$ cat config.mk
export PLATFORM = sky130hd
export DESIGN_NAME = apb_rw_scheduler_flat
export DESIGN_NICKNAME = d
export VERILOG_FILES = /design/src/rtl/apb_bridge_pkg.sv /design/src/rtl/apb_rw_scheduler_if.sv /design/src/rtl/apb_rw_scheduler_rr_arb2.sv /design/src/rtl/apb_rw_scheduler.sv /design/src/flat_wrapper.sv
export SDC_FILE = /design/constraint.sdc
export NUM_CORES = 1
export LEC_CHECK = 0
export ABC_AREA = 1
export CAP_MARGIN = 20
export CORE_ASPECT_RATIO = 2
export CORE_UTILIZATION = 33
export CTS_BUF_LIST = sky130_fd_sc_hd__clkbuf_2
export DETAILED_ROUTE_END_ITERATION = 16
export HOLD_SLACK_MARGIN = 0.05
export PLACE_DENSITY = 0.79
export REMOVE_ABC_BUFFERS = 1
export SETUP_SLACK_MARGIN = 0.02
export SLEW_MARGIN = 20
export SYNTH_ARGS = -nofsm -noshare
export SYNTH_HDL_FRONTEND = slang
export SYNTH_SLANG_ARGS = --single-unit
$ cat constraint.sdc
create_clock -name clk -period 2.95 [get_ports clk]
set_input_delay 0.59 -clock clk [delete_from_list [all_inputs] [get_ports clk]]
set_output_delay 0.59 -clock clk [all_outputs]
set_load 0.005 [all_outputs]
$ cat src/rtl/apb_bridge_pkg.sv
// Shared types for the AXI4-Lite to APB bridge.
// Contents: scheduler FSM states, arbiter grant ids and APB response codes.
package apb_bridge_pkg;

    typedef enum logic [1:0] {
        IDLE   = 2'd0,
        SETUP  = 2'd1,
        ACCESS = 2'd2
    } state_t;

    // Grant ids double as bit positions in the two-bit request/grant vectors.
    typedef enum logic {
        GNT_WR = 1'b0,
        GNT_RD = 1'b1
    } grant_t;

    localparam logic [1:0] RESP_OKAY   = 2'b00;
    localparam logic [1:0] RESP_SLVERR = 2'b10;

    function automatic logic [1:0] resp_of(input logic err);
        return err ? RESP_SLVERR : RESP_OKAY;
    endfunction

endpackage

$ cat src/rtl/apb_rw_scheduler_if.sv
// Signal bundle between the scheduler, its request/response FIFOs and the APB bus.
// The master modport is the scheduler's view; slave is the FIFO/APB-slave side.
interface apb_rw_scheduler_if #(
    parameter int ADDR_W = 32,
    parameter int DATA_W = 32
);
    localparam int STRB_W = DATA_W / 8;

    logic              wr_req;
    logic [ADDR_W-1:0] wr_addr;
    logic [DATA_W-1:0] wr_data;
    logic [STRB_W-1:0] wr_strb;
    logic [2:0]        wr_prot;
    logic              wr_pop;

    logic              rd_req;
    logic [ADDR_W-1:0] rd_addr;
    logic [2:0]        rd_prot;
    logic              rd_pop;

    logic              b_full;
    logic              b_push;
    logic [1:0]        b_resp;

    logic              r_full;
    logic              r_push;
    logic [DATA_W-1:0] r_data;
    logic [1:0]        r_resp;

    logic [ADDR_W-1:0] paddr;
    logic [DATA_W-1:0] pwdata;
    logic [STRB_W-1:0] pstrb;
    logic [2:0]        pprot;
    logic              pwrite;
    logic              psel;
    logic              penable;
    logic [DATA_W-1:0] prdata;
    logic              pready;
    logic              pslverr;

    modport master (
        input  wr_req, wr_addr, wr_data, wr_strb, wr_prot,
        output wr_pop,
        input  rd_req, rd_addr, rd_prot,
        output rd_pop,
        input  b_full,
        output b_push, b_resp,
        input  r_full,
        output r_push, r_data, r_resp,
        output paddr, pwdata, pstrb, pprot, pwrite, psel, penable,
        input  prdata, pready, pslverr
    );

    modport slave (
        output wr_req, wr_addr, wr_data, wr_strb, wr_prot,
        input  wr_pop,
        output rd_req, rd_addr, rd_prot,
        input  rd_pop,
        output b_full,
        input  b_push, b_resp,
        output r_full,
        input  r_push, r_data, r_resp,
        input  paddr, pwdata, pstrb, pprot, pwrite, psel, penable,
        output prdata, pready, pslverr
    );

endinterface

$ cat src/rtl/apb_rw_scheduler_rr_arb2.sv
// Two-requester round-robin arbiter; bit GNT_WR is the write path, GNT_RD the read path.
// Priority moves to the other requester whenever advance is pulsed.
module rr_arb2
    import apb_bridge_pkg::*;
(
    input  logic       clk,
    input  logic       rst,
    input  logic [1:0] req,
    input  logic       advance,
    output logic [1:0] gnt
);

    grant_t prio;

    always_comb begin
        gnt = 2'b00;
        if (req[GNT_WR] && req[GNT_RD]) begin
            gnt[prio] = 1'b1;
        end else if (req[GNT_WR]) begin
            gnt[GNT_WR] = 1'b1;
        end else if (req[GNT_RD]) begin
            gnt[GNT_RD] = 1'b1;
        end
    end

    always_ff @(posedge clk or posedge rst) begin
        if (rst) begin
            prio <= GNT_WR;
        end else if (advance) begin
            prio <= gnt[GNT_WR] ? GNT_RD : GNT_WR;
        end
    end

endmodule

$ cat src/rtl/apb_rw_scheduler.sv
// Shares one APB master port between the AXI4-Lite write and read paths.
// Define APB_TIMEOUT_EN to abort ACCESS phases that wait TIMEOUT_CYCLES without pready.
module apb_rw_scheduler
    import apb_bridge_pkg::*;
#(
    parameter int ADDR_W         = 32,
    parameter int DATA_W         = 32,
    parameter int TIMEOUT_CYCLES = 64
) (
    input  logic                clk,
    input  logic                rst,
    apb_rw_scheduler_if.master  bus
);

    localparam int STRB_W = DATA_W / 8;

    if (TIMEOUT_CYCLES < 2) begin : g_cfg_check
        $error("apb_rw_scheduler: TIMEOUT_CYCLES must be at least 2");
    end

    state_t            state, state_nxt;
    logic [1:0]        elig, arb_req, gnt;
    logic              done, timed_out;
    logic [ADDR_W-1:0] paddr_q;
    logic [DATA_W-1:0] pwdata_q;
    logic [STRB_W-1:0] pstrb_q;
    logic [2:0]        pprot_q;
    logic              pwrite_q;

    // A response slot must be free before a transfer may start.
    assign elig[GNT_WR] = bus.wr_req & ~bus.b_full;
    assign elig[GNT_RD] = bus.rd_req & ~bus.r_full;

    // Outside IDLE the arbiter sees only the in-flight owner, so advance hands
    // priority to the other side when that transfer completes.
    assign arb_req = (state == IDLE) ? (rst ? 2'b00 : elig)
                                     : (pwrite_q ? 2'b01 : 2'b10);

    rr_arb2 u_arb (
        .clk     (clk),
        .rst     (rst),
        .req     (arb_req),
        .advance (done),
        .gnt     (gnt)
    );

`ifdef APB_TIMEOUT_EN
    localparam int CNT_W = $clog2(TIMEOUT_CYCLES);

    logic [CNT_W-1:0] tmo_cnt;

    always_ff @(posedge clk or posedge rst) begin
        if (rst) begin
            tmo_cnt <= '0;
        end else if (state != ACCESS) begin
            tmo_cnt <= '0;
        end else if (!bus.pready) begin
            tmo_cnt <= tmo_cnt + 1'b1;
        end
    end

    assign timed_out = (state == ACCESS) && !bus.pready &&
                       (tmo_cnt == CNT_W'(TIMEOUT_CYCLES - 1));
`else
    assign timed_out = 1'b0;
`endif

    assign done = (state == ACCESS) && (bus.pready || timed_out);

    always_comb begin
        state_nxt  = state;
        bus.wr_pop = 1'b0;
        bus.rd_pop = 1'b0;
        bus.b_push = 1'b0;
        bus.b_resp = RESP_OKAY;
        bus.r_push = 1'b0;
        bus.r_resp = RESP_OKAY;
        bus.r_data = '0;
        unique case (state)
            IDLE: begin
                if (gnt[GNT_WR]) begin
                    bus.wr_pop = 1'b1;
                    state_nxt  = SETUP;
                end else if (gnt[GNT_RD]) begin
                    bus.rd_pop = 1'b1;
                    state_nxt  = SETUP;
                end
            end
            SETUP: state_nxt = ACCESS;
            ACCESS: begin
                if (done) begin
                    state_nxt = IDLE;
                    // A pready on the expiry cycle beats the timeout.
                    if (pwrite_q) begin
                        bus.b_push = 1'b1;
                        bus.b_resp = bus.pready ? resp_of(bus.pslverr) : RESP_SLVERR;
                    end else begin
                        bus.r_push = 1'b1;
                        bus.r_resp = bus.pready ? resp_of(bus.pslverr) : RESP_SLVERR;
                        bus.r_data = bus.pready ? bus.prdata : '0;
                    end
                end
            end
            default: state_nxt = IDLE;
        endcase
    end

    always_ff @(posedge clk or posedge rst) begin
        if (rst) begin
            state    <= IDLE;
            paddr_q  <= '0;
            pwdata_q <= '0;
            pstrb_q  <= '0;
            pprot_q  <= '0;
            pwrite_q <= 1'b0;
        end else begin
            state <= state_nxt;
            if (state == IDLE && gnt[GNT_WR]) begin
                paddr_q  <= bus.wr_addr;
                pwdata_q <= bus.wr_data;
                pstrb_q  <= bus.wr_strb;
                pprot_q  <= bus.wr_prot;
                pwrite_q <= 1'b1;
            end else if (state == IDLE && gnt[GNT_RD]) begin
                paddr_q  <= bus.rd_addr;
                pwdata_q <= '0;
                pstrb_q  <= '0;
                pprot_q  <= bus.rd_prot;
                pwrite_q <= 1'b0;
            end
        end
    end

    assign bus.psel    = (state != IDLE);
    assign bus.penable = (state == ACCESS);
    assign bus.paddr   = paddr_q;
    assign bus.pwdata  = pwdata_q;
    assign bus.pstrb   = pstrb_q;
    assign bus.pprot   = pprot_q;
    assign bus.pwrite  = pwrite_q;

endmodule

$ cat src/flat_wrapper.sv
// flat-port wrapper written by rule: the top's interface ports become plain ports
module apb_rw_scheduler_flat import apb_bridge_pkg::*;
#(
    parameter int ADDR_W         = 32,
    parameter int DATA_W         = 32,
    parameter int TIMEOUT_CYCLES = 64
)
  (clk, rst, bus_wr_req, bus_wr_addr, bus_wr_data, bus_wr_strb, bus_wr_prot, bus_wr_pop, bus_rd_req, bus_rd_addr, bus_rd_prot, bus_rd_pop, bus_b_full, bus_b_push, bus_b_resp, bus_r_full, bus_r_push, bus_r_data, bus_r_resp, bus_paddr, bus_pwdata, bus_pstrb, bus_pprot, bus_pwrite, bus_psel, bus_penable, bus_prdata, bus_pready, bus_pslverr);
  apb_rw_scheduler_if #(.ADDR_W(ADDR_W), .DATA_W(DATA_W)) bus_i ();
  input  logic clk;
  input  logic rst;
  input wire logic [$bits(bus_i.wr_req)-1:0] bus_wr_req;
  input wire logic [$bits(bus_i.wr_addr)-1:0] bus_wr_addr;
  input wire logic [$bits(bus_i.wr_data)-1:0] bus_wr_data;
  input wire logic [$bits(bus_i.wr_strb)-1:0] bus_wr_strb;
  input wire logic [$bits(bus_i.wr_prot)-1:0] bus_wr_prot;
  output wire logic [$bits(bus_i.wr_pop)-1:0] bus_wr_pop;
  input wire logic [$bits(bus_i.rd_req)-1:0] bus_rd_req;
  input wire logic [$bits(bus_i.rd_addr)-1:0] bus_rd_addr;
  input wire logic [$bits(bus_i.rd_prot)-1:0] bus_rd_prot;
  output wire logic [$bits(bus_i.rd_pop)-1:0] bus_rd_pop;
  input wire logic [$bits(bus_i.b_full)-1:0] bus_b_full;
  output wire logic [$bits(bus_i.b_push)-1:0] bus_b_push;
  output wire logic [$bits(bus_i.b_resp)-1:0] bus_b_resp;
  input wire logic [$bits(bus_i.r_full)-1:0] bus_r_full;
  output wire logic [$bits(bus_i.r_push)-1:0] bus_r_push;
  output wire logic [$bits(bus_i.r_data)-1:0] bus_r_data;
  output wire logic [$bits(bus_i.r_resp)-1:0] bus_r_resp;
  output wire logic [$bits(bus_i.paddr)-1:0] bus_paddr;
  output wire logic [$bits(bus_i.pwdata)-1:0] bus_pwdata;
  output wire logic [$bits(bus_i.pstrb)-1:0] bus_pstrb;
  output wire logic [$bits(bus_i.pprot)-1:0] bus_pprot;
  output wire logic [$bits(bus_i.pwrite)-1:0] bus_pwrite;
  output wire logic [$bits(bus_i.psel)-1:0] bus_psel;
  output wire logic [$bits(bus_i.penable)-1:0] bus_penable;
  input wire logic [$bits(bus_i.prdata)-1:0] bus_prdata;
  input wire logic [$bits(bus_i.pready)-1:0] bus_pready;
  input wire logic [$bits(bus_i.pslverr)-1:0] bus_pslverr;
  assign bus_i.wr_req = bus_wr_req;
  assign bus_i.wr_addr = bus_wr_addr;
  assign bus_i.wr_data = bus_wr_data;
  assign bus_i.wr_strb = bus_wr_strb;
  assign bus_i.wr_prot = bus_wr_prot;
  assign bus_wr_pop = bus_i.wr_pop;
  assign bus_i.rd_req = bus_rd_req;
  assign bus_i.rd_addr = bus_rd_addr;
  assign bus_i.rd_prot = bus_rd_prot;
  assign bus_rd_pop = bus_i.rd_pop;
  assign bus_i.b_full = bus_b_full;
  assign bus_b_push = bus_i.b_push;
  assign bus_b_resp = bus_i.b_resp;
  assign bus_i.r_full = bus_r_full;
  assign bus_r_push = bus_i.r_push;
  assign bus_r_data = bus_i.r_data;
  assign bus_r_resp = bus_i.r_resp;
  assign bus_paddr = bus_i.paddr;
  assign bus_pwdata = bus_i.pwdata;
  assign bus_pstrb = bus_i.pstrb;
  assign bus_pprot = bus_i.pprot;
  assign bus_pwrite = bus_i.pwrite;
  assign bus_psel = bus_i.psel;
  assign bus_penable = bus_i.penable;
  assign bus_i.prdata = bus_prdata;
  assign bus_i.pready = bus_pready;
  assign bus_i.pslverr = bus_pslverr;
  apb_rw_scheduler #(.ADDR_W(ADDR_W), .DATA_W(DATA_W), .TIMEOUT_CYCLES(TIMEOUT_CYCLES)) u_core (.clk(clk), .rst(rst), .bus(bus_i));
endmodule
==> flow_metrics.env <==
export IMPL_wl_per_cell_um=14.3
export IMPL_status="complete, no violations"
export IMPL_final_max_slew_violation_count=0
export IMPL_fin_nets=914
export IMPL_drt_total_wl_um=13100
export IMPL_synth_xor_xnor_area_share_pct=0
export IMPL_design_core_area_mm2=0.0112
export IMPL_numPortBuffers=257
export IMPL_fmax_mhz=362
export IMPL_die_w_um=77.8
export IMPL_grt_usage_pct=21.9
export IMPL_reg2reg_slack_ns=0.86
export IMPL_clk_transition_reported_paths_ns=0.21
export IMPL_antenna_found_initial=1
export IMPL_placed_cell_area_mm2=0.00647
export IMPL_final_hold_viol_count=0
export IMPL_crit_path_end_kind="primary output"
export IMPL_final_common_cell="clkdlybuf4s50_1"
export IMPL_final_core_util_pct=58.5
export IMPL_die_h_um=154
export IMPL_route_vias_total=4315
export IMPL_maxSlewHeadroom_pct=49.3
export IMPL_layout_common_cells="clkdlybuf4s50_1, nand2_1, nand3_1, dfrtp_1"
export IMPL_worstSkewPairLatency_ns=0.50
export IMPL_n_fill_cell=1037
export IMPL_grt_pass1_wl_um=20000
export IMPL_crit_fanout=33
export IMPL_synth_area_mm2=0.00379
export IMPL_path_cells="inv_1, nor2_1, nand2_1, nor2_2, inv_1, buf_12, nor2_1, clkdlybuf4s50_1"
export IMPL_io_pins=260
export IMPL_crit_slowest_cell="clkdlybuf4s50_1"
export IMPL_synth_top_family_by_area="simple AND/OR/NAND/NOR gates"
export IMPL_grt_pass1_vias=4153
export IMPL_finalSetupViolCount=0
export IMPL_die_area_mm2=0.0119
export IMPL_avgSynthCellArea_um2=7.26
export IMPL_yosys_area_share_simple_pct=41.4
export IMPL_vias_per_cell=4.72
export IMPL_holdCritPathClass="in -> async"
export IMPL_grt_max_degree=79
export IMPL_p_leak_nw=3.28
export IMPL_fin_crit_sh_pct=93.6
export IMPL_antenna_left=0
export IMPL_gr_total_overflow=0
export IMPL_synth_seq_cells=75
export IMPL_drt_initial_drc_count=176
export IMPL_htree_levels=3
export IMPL_min_period_ns=2.76
export IMPL_yosys_warnings=0
export IMPL_final_seq_area_mm2=0.00188
export IMPL_drive_above_1_share_pct=4.66
export IMPL_initial_core_util_pct=33.8
export IMPL_ctsHoldBuffers=0
export IMPL_gp_congestion=0.776
export IMPL_cts_tree="built"
export IMPL_cts_root_buf="clkbuf_2"
export IMPL_drc=0
export IMPL_synth_mux_area_share_pct=0
export IMPL_area_growth_pct=73.2
export IMPL_cts_max_path_buffers=2
export IMPL_slowest_delay_ns=0.52
export IMPL_required_ns=2.36
export IMPL_clkSinkCount=75
export IMPL_synth_cell_types=21
export IMPL_ys_seq_area_share_pct=49.6
export IMPL_irDropWorstVdd_uv=369
export IMPL_rsz0062_at_grt="no"
export IMPL_fin_area_mm2=0.00656
export IMPL_rows=55
export IMPL_final_setup_tns_ns=0
export IMPL_synth_compound_area_share_pct=0.463
export IMPL_dp_hpwl_um=10000
export IMPL_start_kind="register"
export IMPL_drv_cap=0
export IMPL_finClkSkew_ns=0.0276
export IMPL_synthCells=522
export IMPL_worstPathArrival_ns=2.17
export IMPL_dr_pass1_iters=6
export IMPL_numCtsBuffers=9
export IMPL_multiInputGateArea_mm2=0.00159
export IMPL_worstSetupPathType="reg -> out"
export IMPL_synthAdderAreaFrac_pct=0
export IMPL_tightest_slew_ns=0.761
export IMPL_power_density_mw_per_mm2=654
## timing repair
action                                  CTS  global route
gates resized for setup                   0             1
buffers inserted                          0             1
endpoints found under the setup margin    0            24
## per-stage QoR
stage / hold WS [ns] / setup slack [ns] / power, mW / instances
floorplan: 0.493 / -1.68 / 2.39 / 488
global placement: 0.483 / 0.236 / 3.81 / 898
global route: 0.451 / 0.0285 / 4.59 / 915
detailed placement: 0.487 / 0.192 / 3.87 / 898
finish: 0.473 / 0.187 / 4.29 / 915
CTS: 0.418 / 0.0992 / 4.35 / 913
## worst max-delay path: cells and delay by family (launching register included)
| family | cells | cell delay, ns |
|---|---|---|
| AND/OR/NAND/NOR | 4 | 0.45 |
| flip-flops | 1 | 0.42 |
| buffers and inverters | 4 | 0.82 |
## worst paths after layout
path	from	to	cells after the start
setup / recovery	u_core.state[1]	bus_r_data[17]	8
hold / removal	rst	u_core.bus.paddr[5]	3
setup reg to reg	u_core.state[1]	u_core.bus.paddr[29]	8
hold reg to reg	u_core.bus.pwdata[24]	u_core.bus.pwdata[24]	2
max in group asynchronous	rst	u_core.bus.pwdata[2]	3
min in group clk	u_core.bus.pwdata[24]	u_core.bus.pwdata[24]	2
## routing by layer
layer  track usage [%]  up-vias  part of all wire [%]
met5                 0        -                     0
met4              9.34        0                   2.7
met3              5.52       23                   7.6
met2              44.8      192                    58
met1              18.9     2001                    32
li1                  -     2099                     -
## power breakdown
group / leakage [nW] / internal (mW) / total, mW / switching, mW
combinational: 2.27 / 1.28 / 2.11 / 0.828
clock: 0.0556 / 0.107 / 0.455 / 0.347
sequential: 0.957 / 1.46 / 1.73 / 0.266
## kinds of logic (layout without fill, tap and decap cells)
family / after synthesis / count (layout)
compound gates: 3 / 3
buf+inv: 76 / 325
flops: 75 / 75
other cells: 1 / 3
simple gates: 367 / 367
## layout make-up
class	count	share of cell area, %
antenna	1	0.0381
clock buffer	10	0.763
clock inverter	5	0.458
inverter	41	2.36
multi-input combinational	372	24.3
sequential	75	28.6
tap	142	2.71
timing repair buffer	269	40.8
## Yosys cell counts (all sizes together)
library cell  count  area share [%]
conb              1           0.099
nor2             41             4.6
dfrtp            75              50
nand3           107              14
inv              41             4.1
nand2           216              22
nor3              1            0.13
clkbuf           15             1.5
buf              20             3.0
o21ai             2            0.26
nand4             2            0.73
o21a              1            0.20
## flip-flops by register name (all words and copies together), names as in the netlist
signal and flops:
u_core.bus.pprot 3, u_core.bus.pstrb 4, u_core.bus.pwrite 1, u_core.bus.paddr 32, u_core.u_arb.prio 1, u_core.bus.pwdata 32
u_core.state 2
Note: power is estimated with default switching activity, not from simulation.
